--- src/rtl/cu_pkg.sv ---
// Shared definitions for the microcoded control unit: state and branch
// encodings, default geometry and the microword field layout.
package cu_pkg;

    // Default geometry of the datapath control fields and microcode store.
    localparam int DEF_DW    = 8;
    localparam int DEF_IMW   = 3;
    localparam int DEF_RW    = 4;
    localparam int DEF_OMW   = 4;
    localparam int DEF_IW    = 2;
    localparam int DEF_DEPTH = 16;
    localparam int DEF_AW    = $clog2(DEF_DEPTH);
    localparam int DEF_UW    = 1 + DEF_DW + DEF_IMW + DEF_RW + DEF_OMW + DEF_IW + 2 + DEF_AW + 1;

    // Microword field offsets at the default geometry, LSB first.
    localparam int F_WE     = 0;
    localparam int F_CONST  = 1;
    localparam int F_INMUX  = F_CONST + DEF_DW;
    localparam int F_REG    = F_INMUX + DEF_IMW;
    localparam int F_OUTMUX = F_REG + DEF_RW;
    localparam int F_INS    = F_OUTMUX + DEF_OMW;
    localparam int F_COND   = F_INS + DEF_IW;
    localparam int F_NEXT   = F_COND + 2;
    localparam int F_END    = F_NEXT + DEF_AW;

    typedef enum logic [1:0] {
        ST_IDLE = 2'd0,
        ST_RUN  = 2'd1,
        ST_DONE = 2'd2
    } state_e;

    typedef enum logic [1:0] {
        COND_SEQ = 2'd0,
        COND_JMP = 2'd1,
        COND_JC  = 2'd2,
        COND_JZ  = 2'd3
    } cond_e;

endpackage

--- src/rtl/ucode_store.sv ---
// Microcode store: register array with a synchronous write port and an
// asynchronous read port addressed by the microprogram counter.
module ucode_store #(
    parameter int DEPTH = 16,
    parameter int UW    = 29,
    parameter int AW    = $clog2(DEPTH)
) (
    input  logic          clk,
    input  logic          wr_en,
    input  logic [AW-1:0] wr_addr,
    input  logic [UW-1:0] wr_data,
    input  logic [AW-1:0] rd_addr,
    output logic [UW-1:0] rd_data
);

    logic [UW-1:0] mem [DEPTH];

    // Host writes land at the clock edge; contents survive reset.
    always_ff @(posedge clk) begin
        if (wr_en) begin
            mem[wr_addr] <= wr_data;
        end
    end

    assign rd_data = mem[rd_addr];

endmodule

--- src/rtl/ucode_cu.sv ---
// Microcoded datapath control unit. Sequences control words out of a
// host-loadable store, with flag-conditional branching, busy stalls,
// abort and a one-cycle done pulse at program end.
module ucode_cu
    import cu_pkg::*;
#(
    parameter int DW    = DEF_DW,
    parameter int IMW   = DEF_IMW,
    parameter int RW    = DEF_RW,
    parameter int OMW   = DEF_OMW,
    parameter int IW    = DEF_IW,
    parameter int DEPTH = DEF_DEPTH,
    localparam int AW   = $clog2(DEPTH),
    localparam int UW   = 1 + DW + IMW + RW + OMW + IW + 2 + AW + 1
) (
    input  logic           clk,
    input  logic           rst,
    input  logic           start,
    input  logic           abort,
    input  logic           busy,
    input  logic           c0,
    input  logic           z,
    input  logic           prog_we,
    input  logic [AW-1:0]  prog_addr,
    input  logic [UW-1:0]  prog_data,
    output logic           we,
    output logic [DW-1:0]  cu_const,
    output logic [IMW-1:0] in_mux_add,
    output logic [RW-1:0]  reg_add,
    output logic [OMW-1:0] out_mux_add,
    output logic [IW-1:0]  ins_sel,
    output logic           active,
    output logic           done,
    output logic [AW-1:0]  upc
);

    // Field layout for this instance's geometry.
    localparam int L_CONST  = 1;
    localparam int L_INMUX  = L_CONST + DW;
    localparam int L_REG    = L_INMUX + IMW;
    localparam int L_OUTMUX = L_REG + RW;
    localparam int L_INS    = L_OUTMUX + OMW;
    localparam int L_COND   = L_INS + IW;
    localparam int L_NEXT   = L_COND + 2;
    localparam int L_END    = L_NEXT + AW;

    state_e         state_q, state_d;
    logic [AW-1:0]  upc_q, upc_d;
    logic           we_q, we_d;
    logic [DW-1:0]  const_q, const_d;
    logic [IMW-1:0] inmux_q, inmux_d;
    logic [RW-1:0]  reg_q, reg_d;
    logic [OMW-1:0] outmux_q, outmux_d;
    logic [IW-1:0]  ins_q, ins_d;
    logic           active_q, active_d;
    logic           done_q, done_d;

    logic           mem_we;
    logic [UW-1:0]  uword;
    cond_e          cond;

    ucode_store #(.DEPTH(DEPTH), .UW(UW), .AW(AW)) u_store (
        .clk     (clk),
        .wr_en   (mem_we),
        .wr_addr (prog_addr),
        .wr_data (prog_data),
        .rd_addr (upc_q),
        .rd_data (uword)
    );

    assign cond = cond_e'(uword[L_COND +: 2]);

    // Next state, next upc and next control outputs; we and done are pulses.
    always_comb begin
        state_d  = state_q;
        upc_d    = upc_q;
        we_d     = 1'b0;
        const_d  = const_q;
        inmux_d  = inmux_q;
        reg_d    = reg_q;
        outmux_d = outmux_q;
        ins_d    = ins_q;
        active_d = active_q;
        done_d   = 1'b0;
        mem_we   = 1'b0;
        unique case (state_q)
            ST_IDLE: begin
                // The store is only writable while no program is running.
                mem_we = prog_we;
                if (start) begin
                    upc_d    = '0;
                    active_d = 1'b1;
                    state_d  = ST_RUN;
                end
            end
            ST_RUN: begin
                if (abort) begin
                    active_d = 1'b0;
                    state_d  = ST_IDLE;
                end else if (!busy) begin
                    we_d     = uword[0];
                    const_d  = uword[L_CONST +: DW];
                    inmux_d  = uword[L_INMUX +: IMW];
                    reg_d    = uword[L_REG +: RW];
                    outmux_d = uword[L_OUTMUX +: OMW];
                    ins_d    = uword[L_INS +: IW];
                    if (uword[L_END]) begin
                        done_d   = 1'b1;
                        active_d = 1'b0;
                        state_d  = ST_DONE;
                    end else begin
                        unique case (cond)
                            COND_SEQ: upc_d = upc_q + AW'(1);
                            COND_JMP: upc_d = uword[L_NEXT +: AW];
                            COND_JC:  upc_d = c0 ? uword[L_NEXT +: AW] : upc_q + AW'(1);
                            COND_JZ:  upc_d = z  ? uword[L_NEXT +: AW] : upc_q + AW'(1);
                        endcase
                    end
                end
            end
            ST_DONE: begin
                state_d = ST_IDLE;
            end
            default: begin
                state_d = ST_IDLE;
            end
        endcase
    end

    // State and output registers with asynchronous reset to the idle values.
    always_ff @(posedge clk or posedge rst) begin
        if (rst) begin
            state_q  <= ST_IDLE;
            upc_q    <= '0;
            we_q     <= 1'b0;
            const_q  <= '1;
            inmux_q  <= '0;
            reg_q    <= RW'(1);
            outmux_q <= '0;
            ins_q    <= '0;
            active_q <= 1'b0;
            done_q   <= 1'b0;
        end else begin
            state_q  <= state_d;
            upc_q    <= upc_d;
            we_q     <= we_d;
            const_q  <= const_d;
            inmux_q  <= inmux_d;
            reg_q    <= reg_d;
            outmux_q <= outmux_d;
            ins_q    <= ins_d;
            active_q <= active_d;
            done_q   <= done_d;
        end
    end

    assign we          = we_q;
    assign cu_const    = const_q;
    assign in_mux_add  = inmux_q;
    assign reg_add     = reg_q;
    assign out_mux_add = outmux_q;
    assign ins_sel     = ins_q;
    assign active      = active_q;
    assign done        = done_q;
    assign upc         = upc_q;

endmodule
--- config.mk ---
export PLATFORM = sky130hd
export DESIGN_NAME = ucode_cu
export DESIGN_NICKNAME = d
export VERILOG_FILES = /design/src/rtl/cu_pkg.sv /design/src/rtl/ucode_store.sv /design/src/rtl/ucode_cu.sv
export SDC_FILE = /design/constraint.sdc
export NUM_CORES = 1
export LEC_CHECK = 0
export ABC_AREA = 1
export BUFFER_PORTS_ARGS = -buffer_cell sky130_fd_sc_hd__buf_4
export CORE_UTILIZATION = 30
export DETAILED_ROUTE_END_ITERATION = 6
export PLACE_DENSITY_LB_ADDON = 0.12
export SYNTH_ARGS = -nofsm -noshare
export SYNTH_HDL_FRONTEND = slang
export SYNTH_HIERARCHICAL = 1
export SYNTH_SLANG_ARGS = --single-unit
--- constraint.sdc ---
create_clock -name clk -period 6.3 [get_ports clk]
set_input_delay 0 -clock clk [delete_from_list [all_inputs] [get_ports clk]]
set_output_delay 0 -clock clk [all_outputs]
set_load 0.03 [all_outputs]
Yosys cells after proc, flatten, opt, wreduce, memory -nomap -nowiden. Memory sizes are Yosys's and may differ from the RTL's. Cells that the tools add are included.

Flip-flop bits (word level): 30. Memory bits (writable): 464. Output and inout port bits: 28. Logic and storage cells: 59. Memories kept: 1.

$add $sub $neg: 1. Equality and inequality tests: 10. Mux-type cells: 28. Bitwise logic cells: 2. Reductions and logical operators: 7.

Memories: u_store.mem (depth 16, bits a word 29, read ports 1, clocked after memory_dff 0, write ports 1, line ucode_store.sv:16) `logic [UW-1:0] mem [DEPTH];`.

Operator list (count): 4-bit two-way mux (6); 4-bit case mux with 4 select lines (1); 1-bit two-way mux (14); 2-bit two-way mux (4); 2-bit inequality test (second input constant) (4); 4-bit case mux with 2 select lines (1); 3-bit AND reduction (2); 5-bit AND reduction (1); 4-bit by 1-bit adder with 4-bit output (second input constant) (1); 2-bit by 1-bit == test with 1-bit output (second input constant) (2); 2-bit == test (second input constant) (2); 2-bit zero test (2); 2-bit case mux with 2 select lines (1); 4-bit AND reduction (1); 3-bit by 2-bit inequality test with 1-bit output (second input constant) (1); 3-bit inequality test (second input constant) (1); 1-bit inverter (2); 1-bit case mux with 2 select lines (1); 2-bit nonzero test (1).

Longest topological paths before layout. Gate-level depths: netlist (run 1).

Depth after elaboration: 7. Depth in mapped cells: 18.

Cells and area by module. Netlist (run 1), hierarchy kept.

Modules (own cells, without submodules): ucode_store (instances 1, cells each 1895, area each 20021.7 µm²); ucode_cu (instances 1, cells each 173, area each 1448.9 µm²).

Least setup slack after synthesis (run 1). OpenSTA, ideal clock, no wires.

Kind: reg2reg. From: reg state_q[0]. To: mem u_store.mem[12][0] (enable). Library setup time: 0.415 ns. Arrival: 2.184 ns. Required time: 5.885 ns. Path slack: 3.701 ns. Stages on the path, launching flop included: 6. Clock period less this slack: 2.599 ns. Cell sequence: dfrtp_1 > inv_1 > nand2_2 > nor2_1 > nand3_1 > nor2_1.

Word-level cells in the longest chain between the ends: 4.

Ends and longest elaborated chain: from (decl) (line ucode_cu.sv:47) `state_e state_q, state_d;`; from (signal assigned) (line ucode_cu.sv:144) `state_q <= state_d;`; 2-bit zero test (line ucode_cu.sv:86) `unique case (state_q)`; 1-bit two-way mux (line ucode_cu.sv:86); net mem_we (line ucode_cu.sv:58) `logic mem_we;`; 1-bit two-way mux (line ucode_store.sv:20) `if (wr_en) begin`; 1-bit two-way mux (implied by the code) (line ucode_store.sv:21) `mem[wr_addr] <= wr_data;`; to (decl) (line ucode_store.sv:16).

The timed path passes the listed nets, and every way through them passes these cells.

Final worst setup path (run 1).
From: reg upc_q[0], in the netlist upc[0]. To: reg upc_q[3], in the netlist upc[3].

Word-level cells in the longest chain between the ends: 7. Elaborated cells on any way between the ends: 15. Classes of those cells: add/sub: 1; eq/ne: 4; mux: 7; reduce/logical: 2; memory: 1.

Ends and longest elaborated chain: from (decl) (line ucode_cu.sv:48) `logic [AW-1:0] upc_q, upc_d;`; from (signal assigned) (line ucode_cu.sv:145) `upc_q <= upc_d;`; memory 16 x 29 bit *; net uword[23] (line ucode_cu.sv:59) `logic [UW-1:0] uword;`; 2-bit == test, or another cell as far along (line ucode_cu.sv:112) `unique case (cond)`; 4-bit case mux with 4 select lines * (line ucode_cu.sv:112); 4-bit two-way mux * (line ucode_cu.sv:107) `if (uword[L_END]) begin`; 4-bit two-way mux * (line ucode_cu.sv:100) `end else if (!busy) begin`; 4-bit two-way mux * (line ucode_cu.sv:97) `if (abort) begin`; 4-bit case mux with 2 select lines * (line ucode_cu.sv:86).

The timed path passes the listed nets; every way through them passes the cells marked *. The select of a mux whose other input is x is not followed. A chain may end at the register's enable or synchronous reset.

==> results by group, run 1 <==
Place
  • HPWL Detailed: 31500 um
  • Routability-driven placement congestion ratio: 0.748
  • Placed insts: 3002
  • Port Buffers: 68

Timing
  • RSZ-0062 raised after global routing: no
  • Worst-margin pin slew: 1.18 ns
  • Final setup fails: 0
  • Maximum clock frequency: 200 MHz
  • Clk_skew: 0.0269 ns
  • Tcrit/Tclk final: 79.4%
  • Period minus WS final: 5.01 ns
  • Final Max Tran Viols: 0
  • Setup TNS: 0 ns
  • Relative slew slack: 21.5%
  • Hold violation total from the final report: 0

Setup path
  • Largest fanout on the critical path: 96
  • Critical Path Source Type: flop
  • Critical path type: flop to flop
  • Critical Path Start: upc[0]$_DFFE_PP0P_
  • Worst EP arrival: 5.51 ns
  • RR Startpoint: upc[0]$_DFFE_PP0P_
  • R2r endpoint: upc[3]$_DFFE_PP0P_
  • FF-to-FF setup slack: 1.29 ns
  • CP Capture Type: flop
  • Worst R2R Path Depth: 16
  • Worst Path Required: 6.80 ns

Run
  • Max-cap violations: 0

CTS
  • TritonCTS Sinks: 494
  • TritonCTS clock tree: done
  • Clk buf depth: 3
  • Worst-skew pair later-pin latency: 0.62 ns
  • Clk slew on worst S/H paths: 0.06 ns
  • Num CTS Buffers: 57
  • CTS root buf: clkbuf_16
  • H-tree depth: 2
  • Setup bufs post-CTS: 0
  • CTS resizes: 0

Power
  • Max IR drop VDD: 0.000293 V
  • Power per cell area: 395 nW/um^2
  • Power after layout: 9890 uW
  • Leakage: 0.0105 uW

Logic synthesis
  • Cell accounting for the most synthesized area: edfxtp_1
  • Largest family of logic cells by synthesized area: simple AND/OR/NAND/NOR gates
  • Post-synthesis mux area share: 0%
  • Mapped cell area: 21500 sq um
  • Register area share after synthesis: 68.4%
  • Mean Syn Cell Area: 10.4 sq um
  • Xor and xnor fraction of the mapped netlist area: 0.0408%
  • Post-Synth Simple-Gate Area: 21.6%
  • Async SR Flop Fraction: 6.07%
  • Post-synthesis compound-gate area fraction: 0.262%
  • FF+latch count, synth: 494
  • Warnings, synthesis: 6
  • Synth Area in Adders: 0.0583%
  • Top FF cell, synth: edfxtp_1
  • Post-synth EDFFs: 464
  • Post-Syn Instances: 2068
  • Synth top area share: 64.9%
  • Synth area leaders: edfxtp_1 65%, nand2_1 12%, nand3_1 8.7%
  • Syn Nets: 2110
  • Library cells used by synthesis: 30

Routing
  • Via/cell ratio: 4.60
  • Detailed Routing Iterations Pass 1: 6
  • Residual DRC: 0
  • 1st-iter DRT viols: 1308
  • Wirelength per Cell: 20.3 um
  • Vias after detailed routing: 14500
  • Routed Wire Length: 64100 um
  • Final ANT Viol Nets: 0

Floorplan
  • DIE HEIGHT: 270 um
  • Die X: 270 um
  • # rows: 97
  • Die area: 72600 sq um
  • CORE AREA: 70400 sq um
  • Num ports: 69
  • Initial Utilization: 30.5%

Cells and area
  • Final Non-Filler Cells: 3151
  • Ratio of cells with drive above 1 in the final layout: 10.0%
  • Nets: 2205
  • Fill count: 7074
  • Area growth syn-to-layout: 16.4%

Outcome
  • Status: complete, no violations

Global routing
  • Total overflow reported by the global router: 0
  • First-pass GRT wire length: 94800 um
  • Vias in the first global route: 14000
  • GRT Util Overall: 17.7%
  • Pin count of the biggest net entering global routing: 167
  • Antenna violations before repair: 3

Hold path
  • Hold Path Class: input port to async pin
==> critical path, cell delays in order (launching register included) <==
cell,delay (ns)
dfrtp_4,0.82
inv_6,0.76
buf_4,0.50
nand2_1,0.09
nand3_1,0.08
nand3_1,0.09
nand3_1,0.12
nand2_1,0.17
nand3_1,0.18
o21ai_0,0.10
dlygate4sd3_1,0.57
nand2_1,0.08
nand2_1,0.05
dlygate4sd3_1,0.54
nand2_1,0.06
dlygate4sd3_1,0.54
nand2_1,0.05
==> report_power, final <==
part | switching (uW) | total, uW | internal [uW]
sequential | 191 | 3940 | 3750
combinational | 2000 | 2840 | 842
clock | 1310 | 3110 | 1790
==> per-layer routing <==
metal / vias to the layer above / track usage (%) / part of all wire [%]
met3: 83 / 2.82 / 5.5
met2: 370 / 27.4 / 44
met1: 7179 / 25.9 / 49
met5: - / 0 / 0.012
met4: 2 / 4.05 / 1.7
li1: 6860 / - / -
==> how the worst max path moves through the flow <==
stage / to / slack [ns] / cells past startpoint
6_report: upc[3]$_DFFE_PP0P_ / 1.29 / 16
3_3_place_gp: upc[3]$_DFFE_PP0P_ / 2.88 / 15
4_1_cts: upc[3]$_DFFE_PP0P_ / 1.33 / 16
5_1_grt: upc[3]$_DFFE_PP0P_ / 0.99 / 17
2_1_floorplan: u_store/mem[12][0]$_DFFE_PP_ / 3.70 / 5
3_5_place_dp: upc[0]$_DFFE_PP0P_ / 2.84 / 13
==> sequential cells by signal, indices dropped and copies added, names as in the netlist <==
register,cells
ins_sel,2
state_q,2
out_mux_add,4
u_store/mem,464
we,1
cu_const,8
reg_add,4
in_mux_add,3
upc,4
done,1
active,1
==> stage by stage <==
step                      utilization [%]  hold WS (ns)  setup slack, ns  instance area (sq um)
final                                35.5        0.0890             1.29                  25000
after global routing                 35.5         0.123            0.987                  25000
after CTS                            35.5        0.0667             1.33                  25000
after detailed placement             32.5         0.168             2.84                  22800
after global placement               32.5         0.179             2.88                  22800
after floorplan                         -        0.0841             3.70                  21500
==> kinds of logic after synthesis <==
family	after synthesis
AOI/OAI and AO/OA	9
and+or+nand+nor	1092
xor gates and xnor gates	1
DFF	494
adders and majority gates	1
buffers and inverters	471
==> final cells by class <==
| class | count | area (sq um) | area share (%) |
|---|---|---|---|
| sequential | 494 | 14700 | 58.8 |
| multi-input combinational | 1103 | 4830 | 19.3 |
| clock buffer | 89 | 1620 | 6.47 |
| inverter | 370 | 1400 | 5.59 |
| tap | 940 | 1180 | 4.70 |
| timing repair buffer | 137 | 1160 | 4.63 |
| clock inverter | 17 | 116 | 0.465 |
| antenna | 1 | 2.50 | 0.0100 |
==> timing repair <==
item / 4_1_cts / 5_1_grt
endpoints found under the setup margin: 0 / 0
hold endpoints to repair: 519 / 0
hold buffers: 42 / 0
==> cell usage in the layout (no fill, tap or decap), types with 3 or more instances in the layout <==
| cell | count |
|---|---|
| dlygate4sd3_1 | 42 |
| clkbuf_16 | 57 |
| clkinv_2 | 13 |
| dfrtp_1 | 17 |
| nand2_1 | 682 |
| edfxtp_1 | 464 |
| nor2_4 | 17 |
| dfstp_2 | 9 |
| inv_6 | 3 |
| buf_4 | 93 |
| o21ai_1 | 3 |
| o21ai_2 | 3 |
| nor2_1 | 8 |
| inv_2 | 4 |
| clkbuf_1 | 25 |
| clkbuf_8 | 7 |
| nand3_1 | 374 |
| inv_1 | 363 |
==> synth_stat cells (7+ instances only) <==
cell type,n
buf_4,16
edfxtp_1,464
dfstp_2,9
nand3_1,374
nand2_1,682
buf_6,23
clkbuf_1,13
nor2_1,24
buf_1,7
dfrtp_1,21
buf_2,41
inv_1,365
Power figures use the tool's default switching activity.
==> inputs of run 2 (changes only) <==
==> constraint.sdc (replaced) <==
create_clock -name clk -period 4.35 [get_ports clk]
set_input_delay 0 -clock clk [delete_from_list [all_inputs] [get_ports clk]]
set_output_delay 0 -clock clk [all_outputs]
set_load 0.03 [all_outputs]
==> results by group, run 2 (synthesized netlist as in run 1, its figures left out) <==
Routing
  • Vias after detailed routing: 14400 (was 14500)
  • Routed Wire Length: 62900 um (was 64100 um)
  • Final ANT Viol Nets: 0 (unchanged)
  • Wirelength per Cell: 19.9 um (was 20.3 um)
  • Residual DRC: 0 (unchanged)
  • Via/cell ratio: 4.55 (was 4.60)
  • 1st-iter DRT viols: 1038 (was 1308)
  • Detailed Routing Iterations Pass 1: 5 (was 6)

Timing
  • Period minus WS final: 3.58 ns (was 5.01 ns)
  • Setup TNS: 0 ns (unchanged)
  • Final setup fails: 0 (unchanged)
  • Tcrit/Tclk final: 82.4% (was 79.4%)
  • Clk_skew: 0.0197 ns (was 0.0269 ns)
  • Worst-margin pin slew: 0.982 ns (was 1.18 ns)
  • Maximum clock frequency: 279 MHz (was 200 MHz)
  • Smallest setup slack after layout: 0.766 ns (was 1.29 ns)
  • RSZ-0062 raised after global routing: no (unchanged)
  • Final Max Tran Viols: 0 (unchanged)
  • Relative slew slack: 34.4% (was 21.5%)
  • Hold violation total from the final report: 0 (unchanged)

CTS
  • TritonCTS clock tree: done (unchanged)
  • Num CTS Buffers: 56 (was 57)
  • TritonCTS Sinks: 494 (unchanged)
  • Worst-skew pair later-pin latency: 0.61 ns (was 0.62 ns)
  • CTS resizes: 0 (unchanged)
  • Clk buf depth: 3 (unchanged)
  • CTS root buf: clkbuf_16 (unchanged)
  • Hold-fix buffers at CTS: 39 (was 42)
  • H-tree depth: 2 (unchanged)
  • Setup bufs post-CTS: 0 (unchanged)
  • Clk slew on worst S/H paths: 0.06 ns (about the same)

Setup path
  • Worst Path Required: 4.84 ns (was 6.80 ns)
  • Critical Path Source Type: flop (unchanged)
  • CP max stage delay: 0.71 ns (was 0.82 ns)
  • Worst EP arrival: 4.07 ns (was 5.51 ns)
  • Largest fanout on the critical path: 66 (was 96)
  • Worst path slowest cell: inv_4 (was dfrtp_4)
  • Crit-path leading delay family: buffers and inverters (unchanged)
  • Buffers & Inverters on Critical Path: 4 (was 5)
  • Critical path type: flop to flop (unchanged)
  • CP Capture Type: flop (unchanged)
  • Critical Path, Cell by Cell: inv_4 > nand3_1 > nand3_1 > nand3_1 > nand2_1 > inv_1 > o21ai_0 > dlygate4sd3_1 > nand2_1 > dlygate4sd3_1 (was inv_6 > buf_4 > nand2_1 > nand3_1 > nand3_1 > nand3_1 > nand2_1 > nand3_1 > o21ai_0 > dlygate4sd3_1 > nand2_1 > nand2_1 > dlygate4sd3_1 > nand2_1 > dlygate4sd3_1 > nand2_1)
  • Critical Path Most Common Cell: nand3_1 (was nand2_1)

Global routing
  • Vias in the first global route: 13900 (was 14000)
  • First-pass GRT wire length: 93100 um (was 94800 um)
  • Total overflow reported by the global router: 0 (unchanged)
  • Pin count of the biggest net entering global routing: 199 (was 167)
  • GRT Util Overall: 17.2% (was 17.7%)
  • Antenna violations before repair: 3 (unchanged)

Cells and area
  • Max reg flops: 464 (unchanged)
  • Commonest non-fill, non-tap cell in the layout: nand2_1 (unchanged)
  • Final core utilization: 35.7% (was 35.5%)
  • Storage cell area: 14700 sq um (unchanged)
  • Commonest cells after routing, fill and taps aside: 682 x nand2_1, 464 x edfxtp_1, 374 x nand3_1 (unchanged)
  • Fill count: 7135 (was 7074)
  • Nets: 2214 (was 2205)
  • Ratio of cells with drive above 1 in the final layout: 10.5% (was 10.0%)
  • Reg with most FFs: u_store/mem (unchanged)
  • Area growth syn-to-layout: 17.1% (was 16.4%)
  • Area of the multi-input gates: 4830 sq um (unchanged)
  • Post-route cell area: 25200 sq um (was 25000 sq um)

Outcome
  • Status: complete, no violations (unchanged)

Place
  • Place WS: 1.65 ns (was 2.84 ns)
  • DP Area: 23000 sq um (was 22800 sq um)
  • HPWL Detailed: 34700 um (was 31500 um)
  • Routability-driven placement congestion ratio: 0.757 (was 0.748)
  • Port Buffers: 68 (unchanged)

Floorplan
  • Initial Utilization: 30.5% (unchanged)
  • Die area: 72600 sq um (unchanged)
  • Die X: 270 um (unchanged)
  • CORE AREA: 70400 sq um (unchanged)
  • # rows: 97 (unchanged)
  • DIE HEIGHT: 270 um (unchanged)
  • Num ports: 69 (unchanged)

Power
  • Power after layout: 14500 uW (was 9890 uW)
  • Leakage: 0.0106 uW (was 0.0105 uW)
  • Max IR drop VDD: 0.000519 V (was 0.000293 V)
  • Power per cell area: 575 nW/um^2 (was 395 nW/um^2)

Hold path
  • Hold Path Class: input port to flop (was input port to async pin)

Run
  • Max-cap violations: 0 (unchanged)
-- run 2: cell count changes in the layout (fill, tap and decap cells not counted), sizes merged --
cell	previous run	this run
buf	95	108
clkbuf	89	81
clkinv	15	20
dlygate4sd3	42	39
bufinv	1	3
inv	371	369
clkinvlp	0	1
-- run 2: layer usage --
metal  routed length [um]  track usage [%]  vias to the layer above
met5                    0                0                        -
met4                 1210             4.46                        0
met3                 2790             2.39                       80
met2                28600             27.1                      313
met1                30300             24.8                     7108
li1                     -                -                     6876
-- run 2: power by group --
group	leakage (uW)	switching (uW)	internal, uW
sequential	0.00454	184	5430
combinational	0.00518	2990	1230
clock	0.000876	1900	2720
total	0.0106	5070	9380
-- run 2: tightest hold or removal path: stages --
cell and delay (ns):
buf_4 0.08, inv_1 0.07, nand3_1 0.13, nand3_1 0.08
nand2_1 0.06, inv_1 0.03, nand2_1 0.05, nand2_1 0.05
nand2_1 0.05
-- run 2: area by class of cell --
cell class / count / share of cell area, %
sequential: 494 / 58.5
multi-input combinational: 1103 / 19.2
clock buffer: 81 / 6.39
inverter: 370 / 5.55
timing repair buffer: 147 / 4.97
tap: 940 / 4.68
clock inverter: 23 / 0.726
antenna: 1 / 0.00995
-- run 2: path summary, 6_finish.rpt --
kind                            slack (ns)  cells after the start               startpoint                        end
min in group asynchronous             0.09                      4                      rst  in_mux_add[1]$_DFFE_PP0P_
max in group asynchronous             3.82                      4                      rst         upc[0]$_DFFE_PP0P_
worst max register to register        0.77                     10       upc[1]$_DFFE_PP0P_     state_q[0]$_DFFE_PP0P_
worst max-delay path                  0.77                     10       upc[1]$_DFFE_PP0P_     state_q[0]$_DFFE_PP0P_
worst min register to register        0.46                      2  cu_const[7]$_DFFE_PP1P_    cu_const[7]$_DFFE_PP1P_
worst min-delay path                  0.03                      9                        z         upc[3]$_DFFE_PP0P_
-- run 2: metrics by stage --
step           hold slack (ns)  cells
3_3_place_gp             0.162   3015
6_report                0.0257   3159
3_5_place_dp             0.167   3015
4_1_cts                0.00257   3158
2_1_floorplan           0.0841   2068
5_1_grt                 0.0725   3159
